==> src/rtl/fetch_unit_pkg.sv <==
// Shared definitions for the instruction fetch unit: state encoding,
// default reset address and instruction field positions.
package fetch_unit_pkg;

    typedef enum logic {
        FETCH = 1'b0,
        ISSUE = 1'b1
    } state_t;

    localparam logic [31:0] DEFAULT_RESET_PC = 32'h0000_3000;

    // Instruction field positions
    localparam int OPCODE_MSB = 31;
    localparam int OPCODE_LSB = 26;
    localparam int IMM_MSB    = 15;
    localparam int IMM_LSB    = 0;
    localparam int TARGET_MSB = 25;
    localparam int TARGET_LSB = 0;

    function automatic logic [31:0] sign_extend16(input logic [15:0] value);
        return {{16{value[15]}}, value};
    endfunction

endpackage

==> src/rtl/fetch_unit_npc_calc.sv <==
// Combinational next-PC selection: jump target, taken branch or pc + 4.
module npc_calc
    import fetch_unit_pkg::*;
(
    input  logic [31:0] pc,
    input  logic [25:0] target_field,
    input  logic        branch,
    input  logic        zero,
    input  logic        jump,
    output logic [31:0] pc_plus4,
    output logic [31:0] next_pc
);

    logic [31:0] imm_ext;
    logic [31:0] branch_target;
    logic [31:0] jump_target;

    assign pc_plus4      = pc + 32'd4;
    assign imm_ext       = sign_extend16(target_field[IMM_MSB:IMM_LSB]);
    assign branch_target = pc_plus4 + {imm_ext[29:0], 2'b00};
    assign jump_target   = {pc_plus4[31:28], target_field[TARGET_MSB:TARGET_LSB], 2'b00};

    // Jump wins over a taken branch; an untaken branch falls through
    always_comb begin
        next_pc = pc_plus4;
        if (jump) begin
            next_pc = jump_target;
        end else if (branch && zero) begin
            next_pc = branch_target;
        end
    end

endmodule

==> src/rtl/fetch_unit.sv <==
// Instruction fetch unit: requests the word at pc, holds it for execution
// and advances pc once the datapath reports completion.
module fetch_unit
    import fetch_unit_pkg::*;
#(
    parameter logic [31:0] RESET_PC = DEFAULT_RESET_PC
)(
    input  logic        clk,
    input  logic        rst_n,
    output logic        imem_req,
    output logic [31:0] imem_addr,
    input  logic        imem_ack,
    input  logic [31:0] imem_rdata,
    output logic [31:0] instr,
    output logic        instr_valid,
    input  logic        exec_done,
    input  logic        Branch,
    input  logic        Zero,
    input  logic        Jump,
    output logic [31:0] pc,
    output logic [31:0] pc_plus4,
    output logic [31:0] retired_cnt
);

    state_t      state_reg;
    state_t      state_next;
    logic        active_reg;
    logic [31:0] pc_reg;
    logic [31:0] instr_reg;
    logic [31:0] retired_reg;
    logic [31:0] next_pc;
    logic        capture;
    logic        retire;

    npc_calc u_npc_calc (
        .pc           (pc_reg),
        .target_field (instr_reg[TARGET_MSB:TARGET_LSB]),
        .branch       (Branch),
        .zero         (Zero),
        .jump         (Jump),
        .pc_plus4     (pc_plus4),
        .next_pc      (next_pc)
    );

    // active_reg keeps the request low until the first edge after reset
    // releases, so an ack present during that cycle is never captured
    always_ff @(posedge clk or negedge rst_n) begin
        if (!rst_n) begin
            active_reg <= 1'b0;
        end else begin
            active_reg <= 1'b1;
        end
    end

    // State register
    always_ff @(posedge clk or negedge rst_n) begin
        if (!rst_n) begin
            state_reg <= FETCH;
        end else begin
            state_reg <= state_next;
        end
    end

    // Next-state and handshake outputs
    always_comb begin
        state_next  = state_reg;
        imem_req    = 1'b0;
        instr_valid = 1'b0;
        capture     = 1'b0;
        retire      = 1'b0;
        case (state_reg)
            FETCH: begin
                imem_req = active_reg;
                if (active_reg && imem_ack) begin
                    capture    = 1'b1;
                    state_next = ISSUE;
                end
            end
            ISSUE: begin
                instr_valid = 1'b1;
                if (exec_done) begin
                    retire     = 1'b1;
                    state_next = FETCH;
                end
            end
            default: state_next = FETCH;
        endcase
    end

    // Instruction capture on the accepted ack
    always_ff @(posedge clk or negedge rst_n) begin
        if (!rst_n) begin
            instr_reg <= 32'h0000_0000;
        end else if (capture) begin
            instr_reg <= imem_rdata;
        end
    end

    // PC and retire counter advance together when execution completes
    always_ff @(posedge clk or negedge rst_n) begin
        if (!rst_n) begin
            pc_reg      <= RESET_PC;
            retired_reg <= 32'h0000_0000;
        end else if (retire) begin
            pc_reg      <= next_pc;
            retired_reg <= retired_reg + 32'd1;
        end
    end

    assign imem_addr   = pc_reg;
    assign pc          = pc_reg;
    assign instr       = instr_reg;
    assign retired_cnt = retired_reg;

endmodule
==> config.mk <==
export PLATFORM = sky130hd
export DESIGN_NAME = fetch_unit
export DESIGN_NICKNAME = d
export VERILOG_FILES = /design/src/rtl/fetch_unit_pkg.sv /design/src/rtl/fetch_unit_npc_calc.sv /design/src/rtl/fetch_unit.sv
export SDC_FILE = /design/constraint.sdc
export NUM_CORES = 1
export LEC_CHECK = 0
export CAP_MARGIN = 20
export CORE_MARGIN = 2
export CORE_UTILIZATION = 52
export CTS_CLUSTER_DIAMETER = 50
export DETAILED_ROUTE_END_ITERATION = 7
export GPL_TIMING_DRIVEN = 0
export PLACE_DENSITY = 0.92
export SLEW_MARGIN = 20
export SYNTH_ARGS = -nofsm -noshare
export SYNTH_HDL_FRONTEND = slang
export SYNTH_SLANG_ARGS = --single-unit
==> constraint.sdc <==
create_clock -name clk -period 8.9 [get_ports clk]
set_input_delay 1.78 -clock clk [delete_from_list [all_inputs] [get_ports clk]]
set_output_delay 1.78 -clock clk [all_outputs]
set_load 0.02 [all_outputs]
==> impl_results.md, run 1 <==
- CP cell instances: ha_1, nand4_1, nor3_2, nand3_1, or2_1, nor2_1, xnor2_1, clkdlybuf4s50_1
- Status: completed
- N_diodes: 0
- Layout cells sized above 1: 11.3%
- Most common cell after layout, fill and taps aside: clkdlybuf4s50_1
- Starting density of the core: 53.0%
- Drt first pass iters: 6
- Critical Path Source Type: flip-flop
- Most used routing layer: met2
- Final ANT Viol Nets: 0
- Post-Syn Area: 6630 um2
- Area leader, netlist: dfrtp_1
- Vias in the first global route: 6165
- Nets@finish: 1016
- M3 GR Usage: 5.87%
- Post-Synthesis Cells: 729
- DR iter-0 viols: 456
- Ys async rst share: 100%
- CTS tree: yes
- Slew Viols, Final: 0
- Largest net degree at the start of global routing: 57
- Endpoint class of the critical path: primary output
- IO buf count: 193
- Clock Tree Root: clkbuf_16
- Number of flops mapped to enable cells by yosys: 0
- Slowest Stage Delay on Critical Path: 0.71 ns
- Final Critical Period: 5.23 ns
- Critical path's top delay family: simple AND/OR/NAND/NOR gates
- First-pass GRT wire length: 31500 um
- Row count: 41
- Final Cycle Share: 58.7%
- Clock Sinks: 96
- Power Total: 2.84 mW
- IR drop worst, VDD: 218 uV
- Yosys warns: 0
- Clock slew at reported path FFs: 0.07 ns
- Actual slew at the worst max-slew pin: 0.849 ns
- LEAKAGE: 3.95 nW
- Arr. time, crit path: 3.45 ns
- Max-cap viol count: 0
- PwrDens: 311 nW/um2
- Hold Buf Count CTS: 0
- Final Hold Vio Count: 0
- Worst endpoint required time: 7.12 ns
- Setup TNS Final: 0 ns
- Yosys top cell area share: 35.5%
- Sequential share of the synthesized area: 36.3%
- Gr ovfl total: 0
- Post-CTS setup repair buffer count: 0
- Final wirelength: 20300 um
- I/O pins: 201
- Half-perimeter wire length after placement: 15200 um
- Clock buffer count from CTS: 9
- H-tree depth: 3
- Worst relative slew slack: 43.4%
- Max FO, Critical Path: 7
- Area growth from synthesis to layout: 37.7%
- Avg Cell Area, Syn: 9.10 um2
- Commonest non-fill, non-tap cells in the layout: clkdlybuf4s50_1, dfrtp_1, nand2_1
- Die H: 117 um
- Setup Viol. Count Final: 0
- RD Place Congestion: 0.956
- HP Class: reg -> reg
- RSZ-0062 raised after global routing: no
- DR vias/cell: 5.68
- Synth Register Bits: 96
- Netlist cell types: 57
- Antenna violations before repair: 0
- Via count: 6339
- Post-route DRC: 0
- Final setup skew: 0.00545 ns
- DR WL/cell: 18.2 um
- CP bufs+invs: 1
- Maximum clock rate: 191 MHz
- Post-cts resize count: 0
- Setup CP Type: reg -> out
- Die width: 117 um
- GRT Total Usage: 29.8%
- GRT met1 Usage: 38.9%
- Clock buffer depth: 2
- Die ar.: 13700 um2
- CORE AREA: 12500 um2
- Global routing usage on met2: 48.9%
- Top cells by area, synth: dfrtp_1, xnor2_1, ha_1, mux2_2, nand2_1
- Worst skew pair latency: 0.35 ns
- CP max stage cell: clkdlybuf4s50_1
- Top FF cell, synth: dfrtp_1
==> final cells by class <==
cell class                 count  area [um2]
multi-input combinational    567        3840
fill                         916        3390
clock inverter                 7        78.8
inverter                      11        41.3
tap                          172         215
clock buffer                   9         225
timing repair buffer         194        1960
sequential                    96        2400
buffer                        60         363
==> worst reg2reg max path: stages, from the launching register on <==
cell,delay [ns]
dfrtp_1,0.52
ha_1,0.28
nand4_1,0.21
nor3_2,0.39
nand3_1,0.29
nor2_1,0.25
nand2_1,0.09
xnor2_1,0.34
ha_1,0.31
nand2_1,0.10
nor2_1,0.24
nand3_1,0.15
a311oi_1,0.40
nor3_1,0.11
o21ai_0,0.28
xor2_1,0.14
and3_1,0.24
o31ai_2,0.20
==> synth_stat cells, types with 3 or more instances <==
master     n
a211oi_1   7
a21o_1    18
a21oi_1   41
a31oi_1    9
and2_1     5
and3_1    12
buf_1      4
buf_4     36
clkbuf_1  18
dfrtp_1   94
ha_1      37
inv_1     11
mux2_2    34
mux2i_1    5
nand2_1   86
nand2b_1   7
nand3_1   32
nand4_1    9
nor2_1    52
nor2b_1    4
nor3_1    15
o211ai_1   8
o21ai_0   46
o21ai_1    3
o21bai_1   3
o31ai_1    6
or3_1      5
xnor2_1   54
xor2_1    28
==> report_power, final <==
part           switching [mW]  internal (mW)  leakage, nW  total (mW)
clock network           0.181          0.221        0.150       0.401
registers               0.162          0.532         1.19       0.693
logic                   0.933          0.807         2.60        1.74
==> per-stage QoR <==
stage | setup slack (ns) | hold slack, ns | std cells | utilization (%) | cell area (um2)
detailed placement | 4.11 | 0.466 | 1100 | 70.5 | 8830
finish | 3.67 | 0.476 | 1116 | 72.9 | 9130
floorplan | 5.00 | 0.540 | 734 | - | 6650
global route | 3.53 | 0.493 | 1116 | 72.9 | 9130
global placement | 2.49 | 0.461 | 1099 | 70.3 | 8800
CTS | 3.71 | 0.480 | 1116 | 72.9 | 9130
==> worst paths after layout <==
kind	from	end	slack, ns	depth (start not counted)
min reg2reg	retired_cnt[31]$_DFFE_PN0P_	retired_cnt[31]$_DFFE_PN0P_	0.48	1
min in group asynchronous	rst_n	instr[31]$_DFFE_PN0P_	1.33	1
max reg2reg	imem_addr[2]$_DFFE_PN0P_	imem_addr[31]$_DFFE_PN0P_	4.28	17
max	imem_addr[2]$_DFFE_PN0P_	pc_plus4[26]	3.67	8
min	retired_cnt[31]$_DFFE_PN0P_	retired_cnt[31]$_DFFE_PN0P_	0.48	1
max in group asynchronous	rst_n	imem_addr[31]$_DFFE_PN0P_	6.98	2
==> kinds of logic after synthesis <==
kind of cell | Yosys count | synth area share (%)
AND/OR/NAND/NOR | 240 | 17.6
AO/OA/AOI/OAI | 160 | 15.1
flip-flops | 96 | 36.3
XOR/XNOR | 83 | 11.1
buffers and inverters | 71 | 6.09
multiplexers | 39 | 6.53
adder cells (fa/ha/maj) | 38 | 7.28
other | 2 | 0.113
==> per-layer routing <==
layer / part of all wire (%) / wire (um)
met3: 7.7 / 1560
met2: 49 / 9900
met1: 40 / 8090
met5: 0 / 0
met4: 3.5 / 716
Note: power is estimated with default switching activity, not from simulation.
==> run 2, diff against run 1 <==
--- a/config.mk
+++ b/config.mk
@@ -7,11 +7,11 @@
 export LEC_CHECK = 0
 export CAP_MARGIN = 20
 export CORE_MARGIN = 2
-export CORE_UTILIZATION = 52
+export CORE_UTILIZATION = 48
 export CTS_CLUSTER_DIAMETER = 50
 export DETAILED_ROUTE_END_ITERATION = 7
 export GPL_TIMING_DRIVEN = 0
-export PLACE_DENSITY = 0.92
+export PLACE_DENSITY = 0.87
 export SLEW_MARGIN = 20
 export SYNTH_ARGS = -nofsm -noshare
 export SYNTH_HDL_FRONTEND = slang
==> constraint.sdc (replaced) <==
create_clock -name clk -period 5.2 [get_ports clk]
set_input_delay 1.04 -clock clk [delete_from_list [all_inputs] [get_ports clk]]
set_output_delay 1.04 -clock clk [all_outputs]
set_load 0.02 [all_outputs]
==> impl_results.md, run 2 (same netlist as run 1, synthesis figures left out) <==
- Final Critical Period: 4.67 ns
- Arr. time, crit path: 4.94 ns (+1.49 ns)
- DR WL/cell: 18.3 um (+0.96%)
- Half-perimeter wire length after placement: 15400 um (+0.92%)
- I/O pins: 201 (unchanged)
- Maximum clock rate: 214 MHz
- Slew Viols, Final: 0 (unchanged)
- Filler cells: 1042 (+14%)
- Final setup skew: 0.0115 ns (+0.00609 ns)
- Final wirelength: 20500 um (+1.3%)
- Hold depth: 1 (unchanged)
- RSZ-0062 raised after global routing: no
- Die width: 122 um (+3.9%)
- Worst relative slew slack: 37.3% (-6.1 points)
- Post-route DRC: 0 (unchanged)
- Max-cap viol count: 0 (unchanged)
- Largest net degree at the start of global routing: 50 (-12%)
- Multi-input logic area: 3840 um2 (unchanged)
- Post-CTS setup repair buffer count: 0 (unchanged)
- H-tree depth: 3 (unchanged)
- CORE AREA: 13300 um2 (+6.6%)
- Sw power: 2.17 mW (+70%)
- Storage cell area: 2400 um2 (unchanged)
- LEAKAGE: 3.93 nW (-0.35%)
- Area of placed instances: 8830 um2 (about the same)
- Most common cell after layout, fill and taps aside: clkdlybuf4s50_1
- Starting density of the core: 49.7% (-3.3 points)
- Post-cts resize count: 0 (unchanged)
- RD Place Congestion: 0.960 (+0.41%)
- Antenna violations before repair: 0 (unchanged)
- IO buf count: 193 (unchanged)
- Die ar.: 14800 um2 (+8.0%)
- Worst Reg-to-Reg Cells: 17 (unchanged)
- Gr ovfl total: 0 (unchanged)
- DR vias/cell: 5.66 (-0.33%)
- Nets@finish: 1016 (unchanged)
- Flop pwr share: 24.8% (+0.3 points)
- Clock slew at reported path FFs: 0.07 ns (about the same)
- Worst r2r src: imem_addr[2]$_DFFE_PN0P_
- Status: completed
- Hold Buf Count CTS: 0 (unchanged)
- First-pass GRT wire length: 32500 um (+3.1%)
- Reg2reg end: imem_addr[31]$_DFFE_PN0P_
- GRT Total Usage: 28.2% (-1.7 points)
- Row count: 42 (+2.4%)
- Commonest non-fill, non-tap cells in the layout: clkdlybuf4s50_1, dfrtp_1, nand2_1
- Finished Layout Cells: 1120 (+0.36%)
- Final Hold Vio Count: 0 (unchanged)
- R2R Setup Slk: 0.53 ns (-3.75 ns)
- Setup TNS Final: 0 ns (unchanged)
- DR iter-0 viols: 442 (-3.1%)
- Hold endpoint: retired_cnt[31]$_DFFE_PN0P_
- Final ANT Viol Nets: 0 (unchanged)
- Setup CP Type: reg -> reg
- Die H: 122 um (+3.9%)
- Area growth from synthesis to layout: 37.4%
- Clock Sinks: 96 (unchanged)
- Endpoint class of the critical path: flip-flop
- Worst endpoint required time: 5.47 ns (-1.65 ns)
- Internal: 2.62 mW (+68%)
- Drt first pass iters: 5 (-1)
- Final core utilization: 68.2% (-4.7 points)
- Max FO, Critical Path: 8 (+1)
- Final Cycle Share: 89.8%
- Final instance area: 9110 um2 (-0.23%)
- CTS tree: yes
- Clock Tree Root: clkbuf_16
- Clk pwr share: 13.3% (-0.9 points)
- Actual slew at the worst max-slew pin: 0.941 ns (+0.0918 ns)
- Switching share of power: 45.3% (+0.33 points)
- Logic gate share of total power: 62.0% (+0.6 points)
- PwrDens: 526 nW/um2 (+69%)
- Layout cells sized above 1: 11.3% (unchanged)
- Clock buffer depth: 2 (unchanged)
- Via count: 6341 (+0.032%)
- Placed instance count: 1104 (+0.36%)
- IR drop worst, VDD: 390 uV (+78%)
- HP Class: reg -> reg
- Setup Viol. Count Final: 0 (unchanged)
- Vias in the first global route: 6250 (+1.4%)
- Clock buffer count from CTS: 9 (unchanged)
- Fin Hold WS: 0.481 ns (+0.00525 ns)
- Min-Delay Startpoint: retired_cnt[31]$_DFFE_PN0P_
- Worst skew pair latency: 0.36 ns (about the same)
- N_diodes: 0 (unchanged)
- Critical Path Source Type: flip-flop
## run 2: cell types whose count changed in the layout (fill, tap and decap cells not counted), sizes merged
cell,change
inv,+1
clkinv,-1
clkinvlp,+1
bufinv,-1
## run 2: stage by stage
| stage | setup WS (ns) | power [mW] |
|---|---|---|
| floorplan | 1.30 | 3.00 |
| global placement | -0.478 | 4.05 |
| detailed placement | 0.566 | 4.11 |
| CTS | 0.531 | 4.77 |
| global route | 0.206 | 5.08 |
| finish | 0.531 | 4.79 |
## run 2: power groups by stage
| stage | clock network (mW) | logic (mW) | registers (mW) |
|---|---|---|---|
| 3_5_place_dp | 0 | 2.92 | 1.19 |
| 3_3_place_gp | 0 | 2.87 | 1.18 |
| 4_1_cts | 0.644 | 2.95 | 1.18 |
| 6_report | 0.637 | 2.97 | 1.19 |
| 5_1_grt | 0.673 | 3.19 | 1.21 |
| 2_1_floorplan | 0 | 1.68 | 1.32 |
## run 2: how the worst max path moves through the flow
stage / start / end / depth (start not counted) / slack [ns]
after CTS: imem_addr[2]$_DFFE_PN0P_ / imem_addr[31]$_DFFE_PN0P_ / 17 / 0.53
after floorplan: imem_addr[2]$_DFFE_PN0P_ / imem_addr[31]$_DFFE_PN0P_ / 17 / 1.30
after global routing: imem_addr[2]$_DFFE_PN0P_ / imem_addr[31]$_DFFE_PN0P_ / 17 / 0.21
after detailed placement: imem_addr[2]$_DFFE_PN0P_ / imem_addr[31]$_DFFE_PN0P_ / 17 / 0.57
after global placement: rst_n / retired_cnt[29]$_DFFE_PN0P_ / 1 / -0.48
final: imem_addr[2]$_DFFE_PN0P_ / imem_addr[31]$_DFFE_PN0P_ / 17 / 0.53
## run 2: critical path: stages, from the launching register on
cell,delay [ns]
dfrtp_1,0.52
ha_1,0.27
nand4_1,0.21
nor3_2,0.42
nand3_1,0.29
nor2_1,0.19
xor2_1,0.34
ha_1,0.18
clkbuf_1,0.28
nand2_1,0.11
nor2_1,0.28
nand3_1,0.15
a311oi_1,0.43
nor3_1,0.11
o21ai_0,0.24
xor2_1,0.13
and3_1,0.25
o31ai_2,0.20
## run 2: layer usage
layer	part of all wire [%]	track usage (%)	vias up
li1	-	-	2954
met1	42	37.5	3061
met2	47	45.1	279
met3	7.6	5.71	47
met4	3.0	11.6	0
met5	0	0	-
## run 2: cell type report
| class | instances | share of cell area [%] |
|---|---|---|
| clock buffer | 9 | 2.47 |
| tap | 176 | 2.42 |
| timing repair buffer | 194 | 21.5 |
| inverter | 11 | 0.453 |
| clock inverter | 7 | 0.577 |
| multi-input combinational | 567 | 42.2 |
| buffer | 60 | 3.98 |
| sequential | 96 | 26.4 |
